$ cat src/rtl/hier_icache_ctrl_seq_if.sv
// hier_icache_ctrl_seq_if: peripheral slave bus between the interconnect and the icache command sequencer
interface hier_icache_ctrl_seq_if #(
    parameter int ID_WIDTH = 5
) ();
    logic                req;
    logic [31:0]         add;
    logic                wen;
    logic [31:0]         wdata;
    logic [3:0]          be;
    logic [ID_WIDTH-1:0] id;
    logic                gnt;
    logic                r_valid;
    logic                r_opc;
    logic [ID_WIDTH-1:0] r_id;
    logic [31:0]         r_rdata;
    modport master (
        output req, add, wen, wdata, be, id,
        input  gnt, r_valid, r_opc, r_id, r_rdata
    );
    modport slave (
        input  req, add, wen, wdata, be, id,
        output gnt, r_valid, r_opc, r_id, r_rdata
    );
endinterface

$ cat src/rtl/hier_icache_ctrl_seq.sv
// hier_icache_ctrl_seq: L1-then-L2 icache command sequencer; define ICACHE_CTRL_TIMEOUT_EN for the timeout/abort path
module hier_icache_ctrl_seq #(
    parameter int NB_CORES       = 9,
    parameter int NB_CACHE_BANKS = 4,
    parameter int ID_WIDTH       = 5,
    parameter int TIMEOUT_W      = 16
) (
    input  logic                      clk_i,
    input  logic                      rst_i,
    hier_icache_ctrl_seq_if.slave     speriph,
    output logic [NB_CORES-1:0]       l1_req_o,
    input  logic [NB_CORES-1:0]       l1_ack_i,
    output logic [NB_CACHE_BANKS-1:0] l2_req_o,
    input  logic [NB_CACHE_BANKS-1:0] l2_ack_i,
    output logic [1:0]                op_o,
    output logic [31:0]               sel_flush_addr_o,
    output logic                      busy_o,
    output logic                      done_o
);
    typedef enum logic [1:0] {IDLE, L1, L2, DONE} state_t;
    state_t state;
    logic [NB_CORES-1:0] l1_mask, l1_left;
    logic [NB_CACHE_BANKS-1:0] l2_mask, l2_lat, l2_left;
    logic [31:0] sel_addr, rdata;
    logic [ID_WIDTH-1:0] r_id;
    logic [TIMEOUT_W-1:0] timeout;
    logic [2:0] sel;
    logic err, l2_go, wr, cmd_go, opc, abort, in_phase, to_l2, unused;
    assign sel = speriph.add[4:2];
    // a new command is held off the bus until the current one has retired
    assign speriph.gnt = speriph.req & ~(busy_o & ~speriph.wen & (sel == 3'd0));
    assign wr = speriph.gnt & ~speriph.wen;
    assign cmd_go = wr & (sel == 3'd0);
    assign speriph.r_id = r_id;
    assign l1_left = l1_req_o & ~l1_ack_i;
    assign l2_left = l2_req_o & ~l2_ack_i;
    assign in_phase = (state == L1) || (state == L2);
    assign to_l2 = l2_go & ~abort;
    assign unused = ^{speriph.be, speriph.add[31:5], speriph.add[1:0]};
    always_comb begin
        rdata = '0;
        opc = 1'b0;
        case (sel)
            3'd1: rdata = 32'(l1_mask);
            3'd2: rdata = 32'(l2_mask);
            3'd3: rdata = sel_addr;
            3'd4: rdata = {30'd0, err, busy_o};
            3'd5: rdata = 32'(timeout);
            3'd6, 3'd7: opc = 1'b1;
            default: ;
        endcase
        if (!speriph.wen) rdata = '0;
    end
`ifdef ICACHE_CTRL_TIMEOUT_EN
    logic [TIMEOUT_W-1:0] cnt;
    // cnt holds the number of phase cycles already elapsed, so the abort fires on the TIMEOUT-th one
    assign abort = in_phase && (timeout != '0) && (cnt + 1'b1 == timeout);
    always_ff @(posedge clk_i) begin
        if (rst_i) begin
            timeout <= '0;
            cnt <= '0;
        end else begin
            if (wr && sel == 3'd5) timeout <= speriph.wdata[TIMEOUT_W-1:0];
            cnt <= (in_phase && !abort && (state == L1 ? |l1_left : |l2_left)) ? cnt + 1'b1 : '0;
        end
    end
`else
    assign timeout = '0;
    assign abort = 1'b0;
`endif
    always_ff @(posedge clk_i) begin
        if (rst_i) begin
            l1_mask <= '1;
            l2_mask <= '1;
            sel_addr <= '0;
            err <= 1'b0;
            speriph.r_valid <= 1'b0;
            speriph.r_opc <= 1'b0;
            speriph.r_rdata <= '0;
            r_id <= '0;
        end else begin
            speriph.r_valid <= speriph.gnt;
            if (speriph.gnt) begin
                speriph.r_opc <= opc;
                speriph.r_rdata <= rdata;
                r_id <= speriph.id;
            end
            if (wr && sel == 3'd1) l1_mask <= speriph.wdata[NB_CORES-1:0];
            if (wr && sel == 3'd2) l2_mask <= speriph.wdata[NB_CACHE_BANKS-1:0];
            if (wr && sel == 3'd3) sel_addr <= speriph.wdata;
            err <= abort | (err & ~(wr && sel == 3'd4 && speriph.wdata[1]));
        end
    end
    always_ff @(posedge clk_i) begin
        if (rst_i) begin
            state <= IDLE;
            l1_req_o <= '0;
            l2_req_o <= '0;
            l2_lat <= '0;
            l2_go <= 1'b0;
            op_o <= '0;
            sel_flush_addr_o <= '0;
            busy_o <= 1'b0;
            done_o <= 1'b0;
        end else begin
            done_o <= 1'b0;
            case (state)
                IDLE: if (cmd_go) begin
                    op_o <= speriph.wdata[1:0];
                    sel_flush_addr_o <= sel_addr;
                    l2_lat <= l2_mask;
                    l2_go <= speriph.wdata[9] && |l2_mask;
                    busy_o <= 1'b1;
                    if (speriph.wdata[8] && |l1_mask) begin
                        state <= L1;
                        l1_req_o <= l1_mask;
                    end else if (speriph.wdata[9] && |l2_mask) begin
                        state <= L2;
                        l2_req_o <= l2_mask;
                    end else begin
                        state <= DONE;
                        done_o <= 1'b1;
                    end
                end
                L1: begin
                    l1_req_o <= abort ? '0 : l1_left;
                    if (abort || l1_left == '0) begin
                        state <= to_l2 ? L2 : DONE;
                        l2_req_o <= to_l2 ? l2_lat : '0;
                        done_o <= ~to_l2;
                    end
                end
                L2: begin
                    l2_req_o <= abort ? '0 : l2_left;
                    if (abort || l2_left == '0) begin
                        state <= DONE;
                        done_o <= 1'b1;
                    end
                end
                default: begin
                    state <= IDLE;
                    busy_o <= 1'b0;
                end
            endcase
        end
    end
endmodule

$ cat src/flat_wrapper.sv
// flat-port wrapper written by rule: the top's interface ports become plain ports
module hier_icache_ctrl_seq_flat 
#(
    parameter int NB_CORES       = 9,
    parameter int NB_CACHE_BANKS = 4,
    parameter int ID_WIDTH       = 5,
    parameter int TIMEOUT_W      = 16
)
  (clk_i, rst_i, l1_req_o, l1_ack_i, l2_req_o, l2_ack_i, op_o, sel_flush_addr_o, busy_o, done_o, speriph_req, speriph_add, speriph_wen, speriph_wdata, speriph_be, speriph_id, speriph_gnt, speriph_r_valid, speriph_r_opc, speriph_r_id, speriph_r_rdata);
  hier_icache_ctrl_seq_if #(.ID_WIDTH(ID_WIDTH)) speriph_i ();
  input  logic clk_i;
  input  logic rst_i;
  output logic [NB_CORES-1:0] l1_req_o;
  input  logic [NB_CORES-1:0] l1_ack_i;
  output logic [NB_CACHE_BANKS-1:0] l2_req_o;
  input  logic [NB_CACHE_BANKS-1:0] l2_ack_i;
  output logic [1:0] op_o;
  output logic [31:0] sel_flush_addr_o;
  output logic busy_o;
  output logic done_o;
  input wire logic [$bits(speriph_i.req)-1:0] speriph_req;
  input wire logic [$bits(speriph_i.add)-1:0] speriph_add;
  input wire logic [$bits(speriph_i.wen)-1:0] speriph_wen;
  input wire logic [$bits(speriph_i.wdata)-1:0] speriph_wdata;
  input wire logic [$bits(speriph_i.be)-1:0] speriph_be;
  input wire logic [$bits(speriph_i.id)-1:0] speriph_id;
  output wire logic [$bits(speriph_i.gnt)-1:0] speriph_gnt;
  output wire logic [$bits(speriph_i.r_valid)-1:0] speriph_r_valid;
  output wire logic [$bits(speriph_i.r_opc)-1:0] speriph_r_opc;
  output wire logic [$bits(speriph_i.r_id)-1:0] speriph_r_id;
  output wire logic [$bits(speriph_i.r_rdata)-1:0] speriph_r_rdata;
  assign speriph_i.req = speriph_req;
  assign speriph_i.add = speriph_add;
  assign speriph_i.wen = speriph_wen;
  assign speriph_i.wdata = speriph_wdata;
  assign speriph_i.be = speriph_be;
  assign speriph_i.id = speriph_id;
  assign speriph_gnt = speriph_i.gnt;
  assign speriph_r_valid = speriph_i.r_valid;
  assign speriph_r_opc = speriph_i.r_opc;
  assign speriph_r_id = speriph_i.r_id;
  assign speriph_r_rdata = speriph_i.r_rdata;
  hier_icache_ctrl_seq #(.NB_CORES(NB_CORES), .NB_CACHE_BANKS(NB_CACHE_BANKS), .ID_WIDTH(ID_WIDTH), .TIMEOUT_W(TIMEOUT_W)) u_core (.clk_i(clk_i), .rst_i(rst_i), .speriph(speriph_i), .l1_req_o(l1_req_o), .l1_ack_i(l1_ack_i), .l2_req_o(l2_req_o), .l2_ack_i(l2_ack_i), .op_o(op_o), .sel_flush_addr_o(sel_flush_addr_o), .busy_o(busy_o), .done_o(done_o));
endmodule
$ cat config.mk
export PLATFORM = sky130hd
export DESIGN_NAME = hier_icache_ctrl_seq_flat
export DESIGN_NICKNAME = d
export VERILOG_FILES = /design/src/rtl/hier_icache_ctrl_seq_if.sv /design/src/rtl/hier_icache_ctrl_seq.sv /design/src/flat_wrapper.sv
export SDC_FILE = /design/constraint.sdc
export NUM_CORES = 1
export LEC_CHECK = 0
export CAP_MARGIN = 5
export CORE_MARGIN = 1.5
export CORE_UTILIZATION = 33
export DETAILED_ROUTE_END_ITERATION = 6
export GPL_TIMING_DRIVEN = 0
export PLACE_DENSITY = 0.67
export SLEW_MARGIN = 25
export SYNTH_ARGS = -nofsm -noshare
export SYNTH_HDL_FRONTEND = slang
export SYNTH_SLANG_ARGS = --single-unit
$ cat constraint.sdc
create_clock -name clk_i -period 2.65 [get_ports clk_i]
set_input_delay 0.3975 -clock clk_i [delete_from_list [all_inputs] [get_ports clk_i]]
set_output_delay 0.3975 -clock clk_i [all_outputs]
set_load 0.02 [all_outputs]
Yosys cells after proc, flatten, opt, wreduce, memory -nomap -nowiden
Cells that the tools add are included.

storage, ports and cells
  register bits after elaboration = 141
  output and inout port bits = 89
  logic and storage cells = 95
  input bits = 90

cells by class
  bitwise logic cells = 15
  multiplexer cells = 27
  equal/unequal tests = 14
  reductions and logical operators = 22

operator list
  cell                                            count
  case mux 32 bit (4 select lines)                1
  2-to-1 mux 32 bit                               1
  2-to-1 mux 4 bit                                5
  2-to-1 mux 9 bit                                2
  case mux 9 bit (2 select lines)                 1
  case mux 4 bit (3 select lines)                 1
  bitwise AND 9 bit                               1
  == test 3 bit (second input constant)           3
  zero test 9 bit                                 1
  2-to-1 mux 1 bit                                9
  inverter 9 bit                                  1
  OR reduction 9 bit                              1
  2-to-1 mux 2 bit                                4
  logical AND 1 bit                               7
  bitwise AND 1 bit                               6
  == test 3 x 2 -> 1 bit (second input constant)  2
  != test 2 x 1 -> 1 bit (second input constant)  3
  != test 2 bit (second input constant)           3
  case mux 2 bit (3 select lines)                 1
  AND reduction 3 bit                             2
  inverter 1 bit                                  5
  AND reduction 5 bit                             1
  bitwise AND 4 bit                               1
  zero test 4 bit                                 1
  13 further kinds                                15

Logic depth before layout (Yosys ltp)
Gate-level depths: netlist (run 1).

  depth after elaboration = 10
  depth in mapped cells = 9
  gate-level depth less buffers = 7

Least setup slack after synthesis (run 1)
Ideal clock, no wire load.

  path type = input to register
  start point = input port speriph_add[3]
  end point = register u_core.state[0]
  setup slack = 0.583 ns
  stages on the path = 5
  setup time = 0.072 ns
  arrival time = 1.996 ns
  data required time = 2.578 ns
  buffers on the path = 1
  path through = buf_6 > or3_4 > or3_1 > a222oi_1 > mux2i_1

between the ends
  longest elaborated chain between the ends = 8

ends and longest elaborated chain
  element                                      line                                                    RTL
  start: declaration                           flat_wrapper.sv:22                                      input wire logic [$bits(speriph_i.add)-1:0] speriph_add;
  zero test 3 bit (*)                          hier_icache_ctrl_seq.sv:31, hier_icache_ctrl_seq.sv:33
  bitwise AND 1 bit                            hier_icache_ctrl_seq.sv:31                              assign speriph.gnt = speriph.req & ~(busy_o & ~speriph.wen & (sel == 3'd0));
  inverter 1 bit                               hier_icache_ctrl_seq.sv:31
  bitwise AND 1 bit                            hier_icache_ctrl_seq.sv:31
  bitwise AND 1 bit                            hier_icache_ctrl_seq.sv:32                              assign wr = speriph.gnt & ~speriph.wen;
  bitwise AND 1 bit (*)                        hier_icache_ctrl_seq.sv:33                              assign cmd_go = wr & (sel == 3'd0);
  != test 2 x 1 -> 1 bit (no source line) (*)  -
  AND reduction 3 bit (no source line) (*)     -
  end signal: assignment                       hier_icache_ctrl_seq.sv:128                             state <= to_l2 ? L2 : DONE;
  end: declaration                             hier_icache_ctrl_seq.sv:21                              state_t state;

Mark *: on every way between the ends. The rest lies on a longest branch, timed or not.
A chain may end at the register's enable or synchronous reset.

Worst setup path in the final report (run 1)
  start point = input port speriph_add[2]
  end point = output port speriph_gnt

between the ends
  longest elaborated chain between the ends = 4

ends and longest elaborated chain
  element            line                        RTL
  zero test 3 bit    hier_icache_ctrl_seq.sv:31
  bitwise AND 1 bit  hier_icache_ctrl_seq.sv:31
  inverter 1 bit     hier_icache_ctrl_seq.sv:31
  bitwise AND 1 bit  hier_icache_ctrl_seq.sv:31
  end: declaration   flat_wrapper.sv:27          output wire logic [$bits(speriph_i.gnt)-1:0] speriph_gnt;

Every way passes these cells.

==> summary.md, run 1 <==
| Metric | Value |
|---|---|
| Met1 GRT Util | 24.9% |
| Postcts setup bufs | 0 |
| Via count | 5292 |
| Synthesized instance count | 684 |
| Drt drc | 0 |
| Met2 GRT Util | 31.4% |
| DR pass1 iterations | 4 |
| Avg Cell Area, Syn | 8.13 um^2 |
| Syn nets | 779 |
| Max rail drop VDD | 0.449 mV |
| CTS Buf Count | 17 |
| Root buf cell | clkbuf_16 |
| Largest net degree at the start of global routing | 17 |
| Register clock-pin slew on the reported worst setup and hold paths | 0.06 ns |
| Die height | 133 um |
| Total congestion overflow | 0 |
| Filler instances | 1622 |
| Pwr Density | 719 nW/um^2 |
| Net count, final | 940 |
| Initial antenna violation count | 0 |
| Critical Path Start Type | input pin |
| Total number of yosys warnings | 0 |
| CP endpoint kind | output pin |
| CP cell instances | clkdlybuf4s50_1 -> or3_4 -> o21ai_4 -> clkbuf_8 -> inv_1 -> dlygate4sd2_1 |
| Cell count along the critical path | 6 |
| PortBufs | 142 |
| Vias per cell | 4.91 |
| Worst R2R Setup Slack | 0.40 ns |
| Reg2reg path depth | 8 |
| Slew HR | 35.8% |
| Register area | 2820 um^2 |
| Number of synthesized flops with an enable pin | 0 |
| Final count of negative-setup-slack endpoints | 0 |
| DR WL/cell | 15.7 um |
| Core footprint | 16500 um^2 |
| Die area | 17600 um^2 |
| Share of layout cells above drive strength 1 | 5.01% |
| Ys async rst share | 0% |
| Antenna-violating nets left | 0 |
| Vias in the first global route | 5238 |
| CP bufs+invs | 4 |
| WP data required | 2.25 ns |
| Total GRT Usage | 19.5% |
| Final period utilization | 96.3% |
| Fin worst setup slack | 0.0976 ns |
| Footprint of the multi-input gates | 2530 um^2 |
| Min-delay worst type | in -> reg |
| GPL Wtd Cong | 0.838 |
| GR Layer Usage met3 | 5.25% |
| Core Rows | 47 |
| Final Hold Viols | 0 |
| Synthesis-to-layout area growth | 42.0% |
| Place WS | -0.716 ns |
| Clock buffer depth | 2 |
| #FFs+latches synth | 141 |
| First-pass GRT wire length | 27.0 mm |
| 1st-iter DRT viols | 270 |
| Total Power | 5.68 mW |
| CP Launch Point | speriph_add[2] |
| Final min period | 2.55 ns |
| Top Family by Delay on Critical Path | buffers and inverters |
| Leakage Power | 2.75 nW |
| Worst r2r src | u_core.state[0] |
| Main synth FF type | dfxtp_1 |
| # diodes | 0 |
| Measured slew at the worst slew-check pin | 0.950 ns |
| Crit Path Max Fanout | 10 |
| Max Freq | 392 MHz |
| Critical Path Slowest Stage Cell | clkdlybuf4s50_1 |
| Distinct cells, synth | 45 |
| Clk sinks | 141 |
| Hpwl dp | 12.5 mm |
| Top-Level Pins | 179 |
| Worst EP arrival | 2.15 ns |
| WL final | 17.0 mm |
| Clock Skew | 0.00510 ns |
| Post-synthesis cell area | 5560 um^2 |
| Sequential-to-total area share from yosys stat | 50.7% |
| Status | finished clean |
| Crit-path max cell delay | 0.44 ns |
| Most used routing layer in global routing | met2 |
| RSZ-0062 raised after global routing | no |
| Setup crit end | speriph_gnt |
| R2R Path End | u_core.l2_go |
| Clk_lat worst skew | 0.42 ns |
| Htree depth | 4 |
| Die W | 133 um |
| Worst setup path category | in -> out |
| Max-slew violations | 0 |
| Max_cap viols | 0 |
| Initial cell density of the core | 33.7% |
| CTS tree | built |
==> where the power goes <==
part | switching, mW | total [mW] | internal (mW)
registers | 0.0659 | 2.27 | 2.20
logic | 0.536 | 0.938 | 0.402
clock network | 0.893 | 2.47 | 1.58
total | 1.49 | 5.68 | 4.19
==> registers in the layout, summed over array words and instances (netlist names), 5 cells and up <==
signal / count
u_core.speriph.r_rdata: 32
u_core.l1_mask: 9
u_core.l1_req_o: 9
u_core.sel_addr: 32
u_core.sel_flush_addr_o: 32
u_core.speriph.r_id: 5
==> cell type report <==
type / instances / area share [%]
Inverter: 11 / 0.523
Multi-Input combinational cell: 488 / 32.1
Clock buffer: 23 / 6.18
Sequential cell: 141 / 35.7
Tap cell: 220 / 3.48
Buffer: 44 / 2.36
Clock inverter: 9 / 1.68
Timing Repair Buffer: 142 / 18.0
==> logic make-up (layout without fill, tap and decap cells) <==
kind of cell / count (synthesis) / after routing / share of synthesized area [%]
simple gates: 305 / 305 / 24.1
flops: 141 / 141 / 50.7
fa+ha+maj: 5 / 5 / 1.12
mux: 15 / 15 / 2.74
buf+inv: 55 / 229 / 3.91
compound gates: 163 / 163 / 17.4
==> cell usage after synthesis (all sizes together) (2+ instances only) <==
cell type    n  area share, %
o31ai        2           0.27
or3          4           0.54
clkbuf      40            2.7
nand2      177             12
inv         11           0.74
nand3       13            1.2
mux2i       13            2.3
ha           5            1.1
o21ai       11           0.99
a31oi        6           0.67
and2         2           0.27
nor2b       12            1.3
a21oi       97            8.7
nor4         2           0.34
a22oi       28            3.8
mux2         2           0.40
buf          4           0.47
o21a         2           0.27
dfxtp      141             51
nor3         4           0.56
o22ai        3           0.34
nor2        59            4.0
a221o        4           0.72
nand2b      18            2.0
nand3b      10            1.3
==> layer usage <==
metal  vias up  routed length, um
met3        27                925
met2       147               7930
met1      2477               7690
met4         0                411
li1       2641                  -
met5         -                  0
==> metrics by stage <==
step / hold slack, ns / utilization [%] / TNS (ns) / instances / instance area (um^2)
3_3_place_gp: 0.441 / 43.9 / -4.58 / 1046 / 7260
2_1_floorplan: 0.431 / - / 0 / 684 / 5560
4_1_cts: 0.350 / 47.8 / 0 / 1078 / 7890
5_1_grt: 0.373 / 47.8 / 0 / 1078 / 7900
6_report: 0.369 / 47.8 / 0 / 1078 / 7900
3_5_place_dp: 0.446 / 43.9 / -3.34 / 1046 / 7260
==> layout by cell type (no fill, tap or decap), types with 3 or more instances in the layout <==
master and n:
ha_1 5, clkbuf_8 5, a22oi_1 28, bufinv_16 3, clkbuf_16 17, or3_1 3
a221o_1 4, a31oi_1 6, a21oi_1 97, o21ai_0 10, buf_2 3, nor3_1 3
nand2b_1 18, nand3b_1 10, nor2b_1 12, clkbuf_1 41, o22ai_1 3, dfxtp_1 141
nor2_1 59, clkdlybuf4s50_1 141, mux2i_1 13, nand3_1 13, nand2_1 177, inv_1 11
==> worst min-delay path: stages <==
cell	delay [ns]
clkbuf_1	0.16
nand3_1	0.11
a21oi_1	0.06
==> how the worst min path moves through the flow <==
stage	depth (start not counted)	startpoint	end
finish	3	speriph_wen	u_core.speriph.r_rdata[0]
global route	3	speriph_wen	u_core.speriph.r_rdata[0]
CTS	3	speriph_wen	u_core.speriph.r_rdata[0]
detailed placement	2	u_core.sel_flush_addr_o[13]	u_core.sel_flush_addr_o[13]
global placement	2	u_core.sel_flush_addr_o[17]	u_core.sel_flush_addr_o[17]
floorplan	2	u_core.err	u_core.err
==> timing repair <==
item,CTS,global route
hold buffers,0,0
gates resized for setup,5,1
endpoints found under the setup margin,1,1
Power figures use the tool's default switching activity.
==> inputs of run 2 (changes only) <==
--- a/config.mk
+++ b/config.mk
@@ -8,6 +8,7 @@
 export CAP_MARGIN = 5
 export CORE_MARGIN = 1.5
 export CORE_UTILIZATION = 33
+export CTS_CLUSTER_DIAMETER = 120
 export DETAILED_ROUTE_END_ITERATION = 6
 export GPL_TIMING_DRIVEN = 0
 export PLACE_DENSITY = 0.67
==> results of run 2 <==
Final layout, timing and power as in run 1 (identical DEF).
==> inputs of run 3 (changes only) <==
--- a/config.mk
+++ b/config.mk
@@ -12,6 +12,7 @@
 export DETAILED_ROUTE_END_ITERATION = 6
 export GPL_TIMING_DRIVEN = 0
 export PLACE_DENSITY = 0.67
+export SETUP_SLACK_MARGIN = 0.3
 export SLEW_MARGIN = 25
 export SYNTH_ARGS = -nofsm -noshare
 export SYNTH_HDL_FRONTEND = slang
==> run 3 against run 2 <==
Compared with the run above: critical path depth unchanged; design area increased by 0.52%; combinational power increased by 1%; core utilization increased by 0.25 points; sequential power about the same; clock-buffer cell count unchanged; clock skew increased by 0.0032 ns; power increased by 0.14%; critical path type unchanged; critical endpoint unchanged; largest cell class unchanged; largest power group unchanged.
==> summary.md, run 3 (synthesis gave the netlist of run 1 again) <==
| Metric | Value |
|---|---|
| Root buf cell | clkbuf_16 |
| Clk_lat worst skew | 0.42 ns (about the same) |
| WL final | 17.0 mm (about the same) |
| Min-delay worst type | in -> reg |
| Final period utilization | 85.3% (-11 points) |
| Via count | 5277 (-0.28%) |
| Hpwl dp | 12.5 mm (unchanged) |
| Die area | 17600 um^2 (unchanged) |
| DR WL/cell | 15.7 um (-0.22%) |
| Leakage Power | 2.78 nW (+1.4%) |
| Final count of negative-setup-slack endpoints | 0 (unchanged) |
| Core footprint | 16500 um^2 (unchanged) |
| Max rail drop VDD | 0.449 mV (about the same) |
| Core Rows | 47 (unchanged) |
| Clock Skew | 0.00832 ns (+0.00322 ns) |
| Die W | 133 um (unchanged) |
| Initial cell density of the core | 33.7% (unchanged) |
| Total congestion overflow | 0 (unchanged) |
| Place WS | -0.716 ns (unchanged) |
| Drt drc | 0 (unchanged) |
| 1st-iter DRT viols | 255 (-5.6%) |
| Total Power | 5.69 mW (+0.14%) |
| Hold Path Stages | 3 (unchanged) |
| Initial antenna violation count | 0 (unchanged) |
| Pwr Density | 716 nW/um^2 (-0.38%) |
| Most common cell after layout, fill and taps aside | nand2_1 |
| Worst EP arrival | 1.86 ns (-0.29 ns) |
| Most frequent cells in the layout | 177 x nand2_1, 141 x clkdlybuf4s50_1, 141 x dfxtp_1, 97 x a21oi_1, 59 x nor2_1 |
| PortBufs | 142 (unchanged) |
| Hold buffer count at cts | 0 (unchanged) |
| WP data required | 2.25 ns (about the same) |
| Clk sinks | 141 (unchanged) |
| Total GRT Usage | 19.5% (+0.041 points) |
| Slew HR | 35.3% (-0.59 points) |
| Critical Path Start Type | input pin |
| Net count, final | 943 (+0.32%) |
| Share of layout cells above drive strength 1 | 6.39% (+1.4 points) |
| Worst setup path category | in -> out |
| Final min period | 2.26 ns (-0.293 ns) |
| Top-Level Pins | 179 (unchanged) |
| Min Hold Slack | 0.380 ns (+0.0110 ns) |
| CTS Buf Count | 17 (unchanged) |
| Register clock-pin slew on the reported worst setup and hold paths | 0.06 ns (about the same) |
| Reg2reg path depth | 9 (+1) |
| Synthesis-to-layout area growth | 42.7% |
| Final core occ | 48.1% (+0.25 points) |
| Clock buffer depth | 2 (unchanged) |
| Vias per cell | 4.88 (-0.56%) |
| Fin worst setup slack | 0.390 ns (+0.293 ns) |
| GPL Wtd Cong | 0.838 (unchanged) |
| Measured slew at the worst slew-check pin | 0.959 ns (+0.00873 ns) |
| Max-slew violations | 0 (unchanged) |
| DR pass1 iterations | 5 (+1) |
| RSZ-0062 raised after global routing | yes |
| Htree depth | 4 (unchanged) |
| Max Freq | 443 MHz (+13%) |
| Setup TNS | 0 ns (unchanged) |
| CP endpoint kind | output pin |
| First-pass GRT wire length | 27.0 mm (+0.23%) |
| Die height | 133 um (unchanged) |
| CTS tree | built |
| # diodes | 0 (unchanged) |
| Max_cap viols | 0 (unchanged) |
| Biggest regs | u_core.sel_addr (32), u_core.sel_flush_addr_o (32), u_core.speriph.r_rdata (32) |
| Antenna-violating nets left | 0 (unchanged) |
| Crit Path Max Fanout | 6 (-4) |
| Final Hold Viols | 0 (unchanged) |
| Status | finished clean |
| Largest net degree at the start of global routing | 17 (unchanged) |
| Vias in the first global route | 5245 (+0.13%) |
## run 3: per-stage QoR
| step | area [um^2] | instances |
|---|---|---|
| 2_1_floorplan | 5560 | 684 |
| 3_3_place_gp | 7260 | 1046 |
| 4_1_cts | 7920 | 1080 |
| 3_5_place_dp | 7260 | 1046 |
| 6_report | 7940 | 1081 |
| 5_1_grt | 7940 | 1081 |
## run 3: cell type report
| type | count | area [um^2] |
|---|---|---|
| well taps | 220 | 275 |
| flip-flops and latches | 141 | 2820 |
| fillers | 1621 | 8580 |
| inverters | 11 | 41.3 |
| clock buffers | 23 | 488 |
| repair buffers | 145 | 1440 |
| clock inverters | 9 | 133 |
| plain buffers | 44 | 195 |
| multi-input cells | 488 | 2550 |
## run 3: metal layers
layer	vias up	global-route usage, %	part of all wire (%)	routed length (um)
met5	-	0	0	0
met4	0	7.57	2.4	414
met3	27	5.25	4.9	833
met2	138	31.5	47	7950
met1	2467	25.0	46	7770
li1	2645	-	-	-
## run 3: critical path, cell delays in order
cell	delay, ns
clkdlybuf4s50_1	0.44
or3_4	0.43
o21ai_4	0.17
clkbuf_8	0.15
inv_1	0.09
buf_2	0.18
## run 3: timing repair
item,CTS,global route
buffers inserted,2,1
setup endpoints to repair,2,48
gates resized for setup,9,16
endpoints found under the hold margin,0,0
pin swaps,1,1
## run 3: worst paths after layout
path / startpoint / to / slack [ns]
worst max-delay path: speriph_add[2] / speriph_gnt / 0.39
worst min-delay path: speriph_wen / u_core.speriph.r_rdata[0] / 0.38
worst max register to register: u_core.state[0] / u_core.l1_req_o[7] / 0.46
worst min register to register: u_core.speriph.r_opc / u_core.speriph.r_opc / 0.45
## run 3: where the power goes
part	internal, mW	switching [mW]	leakage [nW]
Combinational	0.407	0.541	1.34
Sequential	2.20	0.0660	1.14
Clock	1.58	0.891	0.300
Total	4.19	1.50	2.78
==> patch 1: new RTL, flow settings as in run 2 <==
`ID_WIDTH` is set to 5 in 3 places; all go to 10.
--- a/src/rtl/hier_icache_ctrl_seq_if.sv
+++ b/src/rtl/hier_icache_ctrl_seq_if.sv
@@ -1,5 +1,5 @@
 // hier_icache_ctrl_seq_if: peripheral slave bus between the interconnect and the icache command sequencer
 interface hier_icache_ctrl_seq_if #(
-    parameter int ID_WIDTH = 5
+    parameter int ID_WIDTH = 10
 ) ();
     logic                req;
--- a/src/rtl/hier_icache_ctrl_seq.sv
+++ b/src/rtl/hier_icache_ctrl_seq.sv
@@ -3,5 +3,5 @@
     parameter int NB_CORES       = 9,
     parameter int NB_CACHE_BANKS = 4,
-    parameter int ID_WIDTH       = 5,
+    parameter int ID_WIDTH       = 10,
     parameter int TIMEOUT_W      = 16
 ) (
--- a/src/flat_wrapper.sv
+++ b/src/flat_wrapper.sv
@@ -4,5 +4,5 @@
     parameter int NB_CORES       = 9,
     parameter int NB_CACHE_BANKS = 4,
-    parameter int ID_WIDTH       = 5,
+    parameter int ID_WIDTH       = 10,
     parameter int TIMEOUT_W      = 16
 )
Interface: changed (resized speriph_id and speriph_r_id); port bits go from 179 to 189. The function was not compared with the original's and may differ.
==> patch 1 against run 2 <==
Area after synthesis up 2.5%. Clock skew increased by 0.0025 ns. Routed wire length up 3.8%. Power decreased by 1.8%. Highest routed layer unchanged. Sequential cell count grew 5. Final area grew 2.3%. Setup slack got worse by 0.011 ns. Final cell count increased by 3.1%. Core utilization grew 0.43 points.
==> patch 1: results (changes against run 2) <==
Routing
  – Drt initial violations: 413 (+53%)
  – Met3 Routed Length: 967 µm (+4.5%)
  – Vias: 5489 (+3.7%)
  – First-pass iteration count of the detailed router: 5 (+1)
  – DRT met1 WL: 8.20 mm (+6.7%)
  – DRT Wirelength: 17.6 mm (+3.8%)
  – Met2 WL post-DR: 8.07 mm (+1.7%)

Final layout
  – Non-clock buffers: 199 (+7.0%)
  – Sequential cell area share: 36.1% (+0.42 points)
  – # nets final: 978 (+4.0%)
  – Multi-In Gates: 503 (+3.1%)
  – Layout cell share with drive strength beyond 1: 4.94% (-0.073 points)
  – Multi-input gate share of the layout cell area: 31.8% (-0.24 points)
  – ClkCell Share: 7.19% (-0.66 points)

Yosys
  – Compound-Gate Fraction of Synth Area: 17.8% (+0.41 points)
  – Adder-Cell Fraction of Synth Area: 1.10% (-0.027 points)
  – Post-synthesis sequential element count: 146 (+3.5%)
  – Syn Area/Cell: 8.06 µm² (-0.98%)
  – Post-synth top cells: nand2_1 (200), dfxtp_1 (146), a21oi_1 (99)
  – Largest cells by area after synthesis: dfxtp_1 (51%), nand2_1 (13%), a21oi_1 (8.7%)
  – Mux contribution to synthesized area: 2.50% (-0.24 points)
  – Number of distinct library cells after synthesis: 44 (-2.2%)

GRT
  – Global-route wire length before repair: 28.0 mm (+3.7%)
  – GR Util met2: 31.5% (+0.087 points)
  – Vias in the first global route: 5345 (+2.0%)
  – GRT Overall Usage: 19.9% (+0.42 points)
  – GR Util met1: 27.0% (+2.1 points)
  – GR Layer Usage met3: 3.98% (-1.3 points)

Placement
  – Placed Cells: 1078 (+3.1%)
  – GP Congestion: 0.851 (+1.6%)
  – PortBufs: 150 (+5.6%)
  – Post-DP HPWL: 13.0 mm (+3.7%)

Pwr
  – VDD IR max: 0.474 mV (+5.5%)
  – Clk pwr: 0.00236 W (-4%)
  – Sequential Power Share: 41.9% (+2.0 points)
  – Static leakage: 2.84 nW (+3.3%)
  – Switching power of the nets: 0.00147 W (-1.8%)

Clocking
  – Post-CTS setup repair buffer count: 1 (+1)
  – Post-CTS Resized: 3 (-2)

Worst setup path
  – CP max stage delay: 0.50 ns (+0.06 ns)
  – R2R setup slack: 0.26 ns (-0.14 ns)
  – R2R Path Start: u_core.state[1]$_SDFFE_PP0P_

Timing
  – WHS: 0.375 ns (+0.00539 ns)
  – Relative slew slack: 42.5% (+6.7 points)
  – Fin Clk Skew: 0.00760 ns (+0.00250 ns)

Run status
  – Run status: finished clean
## patch 1: cell types whose count changed in the layout (fill, tap and decap cells not counted), moves of 3 or more
cell             change
a22o_1               +5
nand2b_1             -8
a221o_1              -4
clkdlybuf4s50_1      +8
nand3b_1             -8
o311ai_1             +3
clkbuf_1             +7
nand2_1             +23
dfxtp_1              +5
nand3_1              +5
or2_2                +5
nand4_1              +5
nor2_1               -8
## patch 1: through the flow
step,worst slack [ns],power (W),TNS [ns],util [%],cell area [µm²]
floorplan,0.606,0.00291,0,-,5700
global placement,-0.665,0.00326,-2.05,44.6,7480
detailed placement,-0.630,0.00326,-2.36,44.6,7480
CTS,0.0766,0.00562,0,48.2,8080
global route,0.0206,0.00582,0,48.2,8090
finish,0.0861,0.00558,0,48.2,8090
## patch 1: cell families (layout without fill, tap and decap cells)
logic type	count (synthesis)	count (layout)
mux	14	14
fa+ha+maj	5	5
buf+inv	59	242
flops	146	146
simple gates	316	316
compound gates	168	168
==> patch 2: new RTL, config.mk and constraints of run 2 <==
Made on the original files. Encoding of `state_t`: now one-hot (4 bits for 4 states).
--- a/src/rtl/hier_icache_ctrl_seq.sv
+++ b/src/rtl/hier_icache_ctrl_seq.sv
@@ -18,5 +18,5 @@
     output logic                      done_o
 );
-    typedef enum logic [1:0] {IDLE, L1, L2, DONE} state_t;
+    typedef enum logic [3:0] {IDLE = 4'b0001, L1 = 4'b0010, L2 = 4'b0100, DONE = 4'b1000} state_t;
     state_t state;
     logic [NB_CORES-1:0] l1_mask, l1_left;
Function: no difference found for any inputs over 4 cycles, from zero or initial values and one cycle with rst_i high; so few cycles prove little.
==> patch 2 against run 2 <==
Sequential share of layout area increased by 0.70 points. Sequential cell count increased by 2. Clock power increased by 4%. Critical path depth increased by 1. Die area decreased by 1.5%. Power decreased by 0.78%. Count of clock-buffer cells in the layout unchanged. Routed wire length decreased by 2.5%. Area after synthesis decreased by 1.5%. Setup slack improved by 0.00086 ns. Final area decreased by 0.52%. Via count decreased by 3.1%. Critical endpoint unchanged. Highest routed layer unchanged.
==> patch 2: results (changes against run 2) <==
GRT
  – Vias in the first global route: 5019 (-4.2%)
  – Global-route wire length before repair: 26.8 mm (-0.64%)
  – GRT Overall Usage: 19.5% (+0.022 points)
  – Antenna violations before repair: 0 (unchanged)

Yosys
  – Number of distinct library cells after synthesis: 45 (unchanged)
  – Post-synth top cells: nand2_1 (178), dfxtp_1 (143), a21oi_1 (92)
  – Cells after Synth: 652 (-4.7%)
  – Seq/Total Area, Yosys: 52.2% (+1.5 points)
  – Syn_nets: 742 (-4.7%)
  – Largest cells by area after synthesis: dfxtp_1 (52%), nand2_1 (12%), a21oi_1 (8.4%)

Placement
  – Placed Cells: 1012 (-3.3%)
  – Post-DP HPWL: 11.9 mm (-4.9%)
  – GP Congestion: 0.854 (+2.0%)
  – Placed inst area: 0.00719 mm² (-0.93%)
  – PortBufs: 144 (+1.4%)
  – Place WS: -0.788 ns (-0.0726 ns)

Clocking
  – Clock Path Buffers: 2 (unchanged)
  – Skew-Pair Late Insertion Delay: ~0.43 ns

Timing
  – Fin Clk Skew: 0.00703 ns (+0.00193 ns)
  – Period utilisation layout: 96.3% (about the same)

Final layout
  – # nets final: 906 (-3.6%)
  – Layout cell share with drive strength beyond 1: 6.63% (+1.6 points)
  – Fillers: 1548 (-4.6%)

Run status
  – Run status: finished clean

Routing
  – Vias per cell: 4.91 (about the same)
  – First-pass iteration count of the detailed router: 5 (+1)
  – Vias: 5126 (-3.1%)
  – WL/cell: 15.8 µm (+0.53%)
  – Drt initial violations: 292 (+8.1%)

Pwr
  – Switching share of power: 25.4% (-0.92 points)
  – VDD IR max: 0.466 mV (+3.6%)
  – Static leakage: 2.72 nW (-1.1%)

Worst setup path
  – CP max stage delay: 0.49 ns (+0.05 ns)

Hold path
  – Worst Hold Class: flip-flop to flip-flop
## patch 2: power by group through the flow
stage | Sequential [W] | Combinational (W) | Clock [W]
final | 0.00228 | 0.000795 | 0.00256
after global routing | 0.00229 | 0.000874 | 0.00268
after CTS | 0.00228 | 0.000792 | 0.00259
after detailed placement | 0.00232 | 0.000784 | 0
after global placement | 0.00232 | 0.000783 | 0
after floorplan | 0.00236 | 0.000453 | 0
## patch 2: critical path, delay by kind of cell
family | cells | cell delay [ns]
and+or+nand+nor | 2 | 0.31
buffers and inverters | 4 | 1.09
AOI/OAI and AO/OA | 1 | 0.34
## patch 2: layout make-up
type                            instances  area, µm²  share of cell area, %
Inverter                               12       45.0                  0.573
Sequential cell                       143       2860                   36.4
Clock inverter                          9        158                   2.01
Tap cell                              216        270                   3.44
Multi-Input combinational cell        454       2420                   30.8
Clock buffer                           23        468                   5.95
Buffer                                 42        176                   2.24
Timing Repair Buffer                  146       1460                   18.6
## patch 2: what timing repair did
action | 4_1_cts | 5_1_grt
setup endpoints to repair | 1 | 3
gates resized for setup | 6 | 4
pin swaps | 0 | 2
setup buffers | 0 | 2
## patch 2: metrics by stage
stage | setup TNS, ns | power (W) | util (%)
floorplan | 0 | 0.00281 | -
global placement | -8.01 | 0.00311 | 44.8
detailed placement | -8.89 | 0.00311 | 44.8
CTS | 0 | 0.00566 | 48.8
global route | -0.00312 | 0.00585 | 48.9
finish | 0 | 0.00563 | 48.9
## patch 2: path summary, 6_finish.rpt
| kind | startpoint | end | slack [ns] | depth (start not counted) |
|---|---|---|---|---|
| worst max-delay path | speriph_add[3] | speriph_gnt | 0.1 | 7 |
| worst min-delay path | u_core.sel_flush_addr_o[25]$_SDFFE_PP0P_ | u_core.sel_flush_addr_o[25]$_SDFFE_PP0P_ | 0.45 | 2 |
| worst max register to register | u_core.state[0]$_SDFFE_PP1P_ | u_core.l1_req_o[6]$_SDFFE_PP0P_ | 0.40 | 4 |
| worst min register to register | u_core.sel_flush_addr_o[25]$_SDFFE_PP0P_ | u_core.sel_flush_addr_o[25]$_SDFFE_PP0P_ | 0.45 | 2 |
## patch 2: per-layer routing
layer	part of all wire (%)	track usage (%)	up-vias
met1	47	26.3	2403
met4	2.4	7.41	0
li1	-	-	2561
met2	45	29.7	139
met3	5.5	5.46	23
met5	0	0	-
## patch 2: cell families after synthesis
group                     after synthesis  share of synthesized area, %
buffers and inverters                  55                          3.90
muxes                                  26                          4.93
xor gates and xnor gates                1                         0.160
AOI/OAI and AO/OA                     161                          18.1
DFF                                   143                          52.2
and+or+nand+nor                       266                          20.7
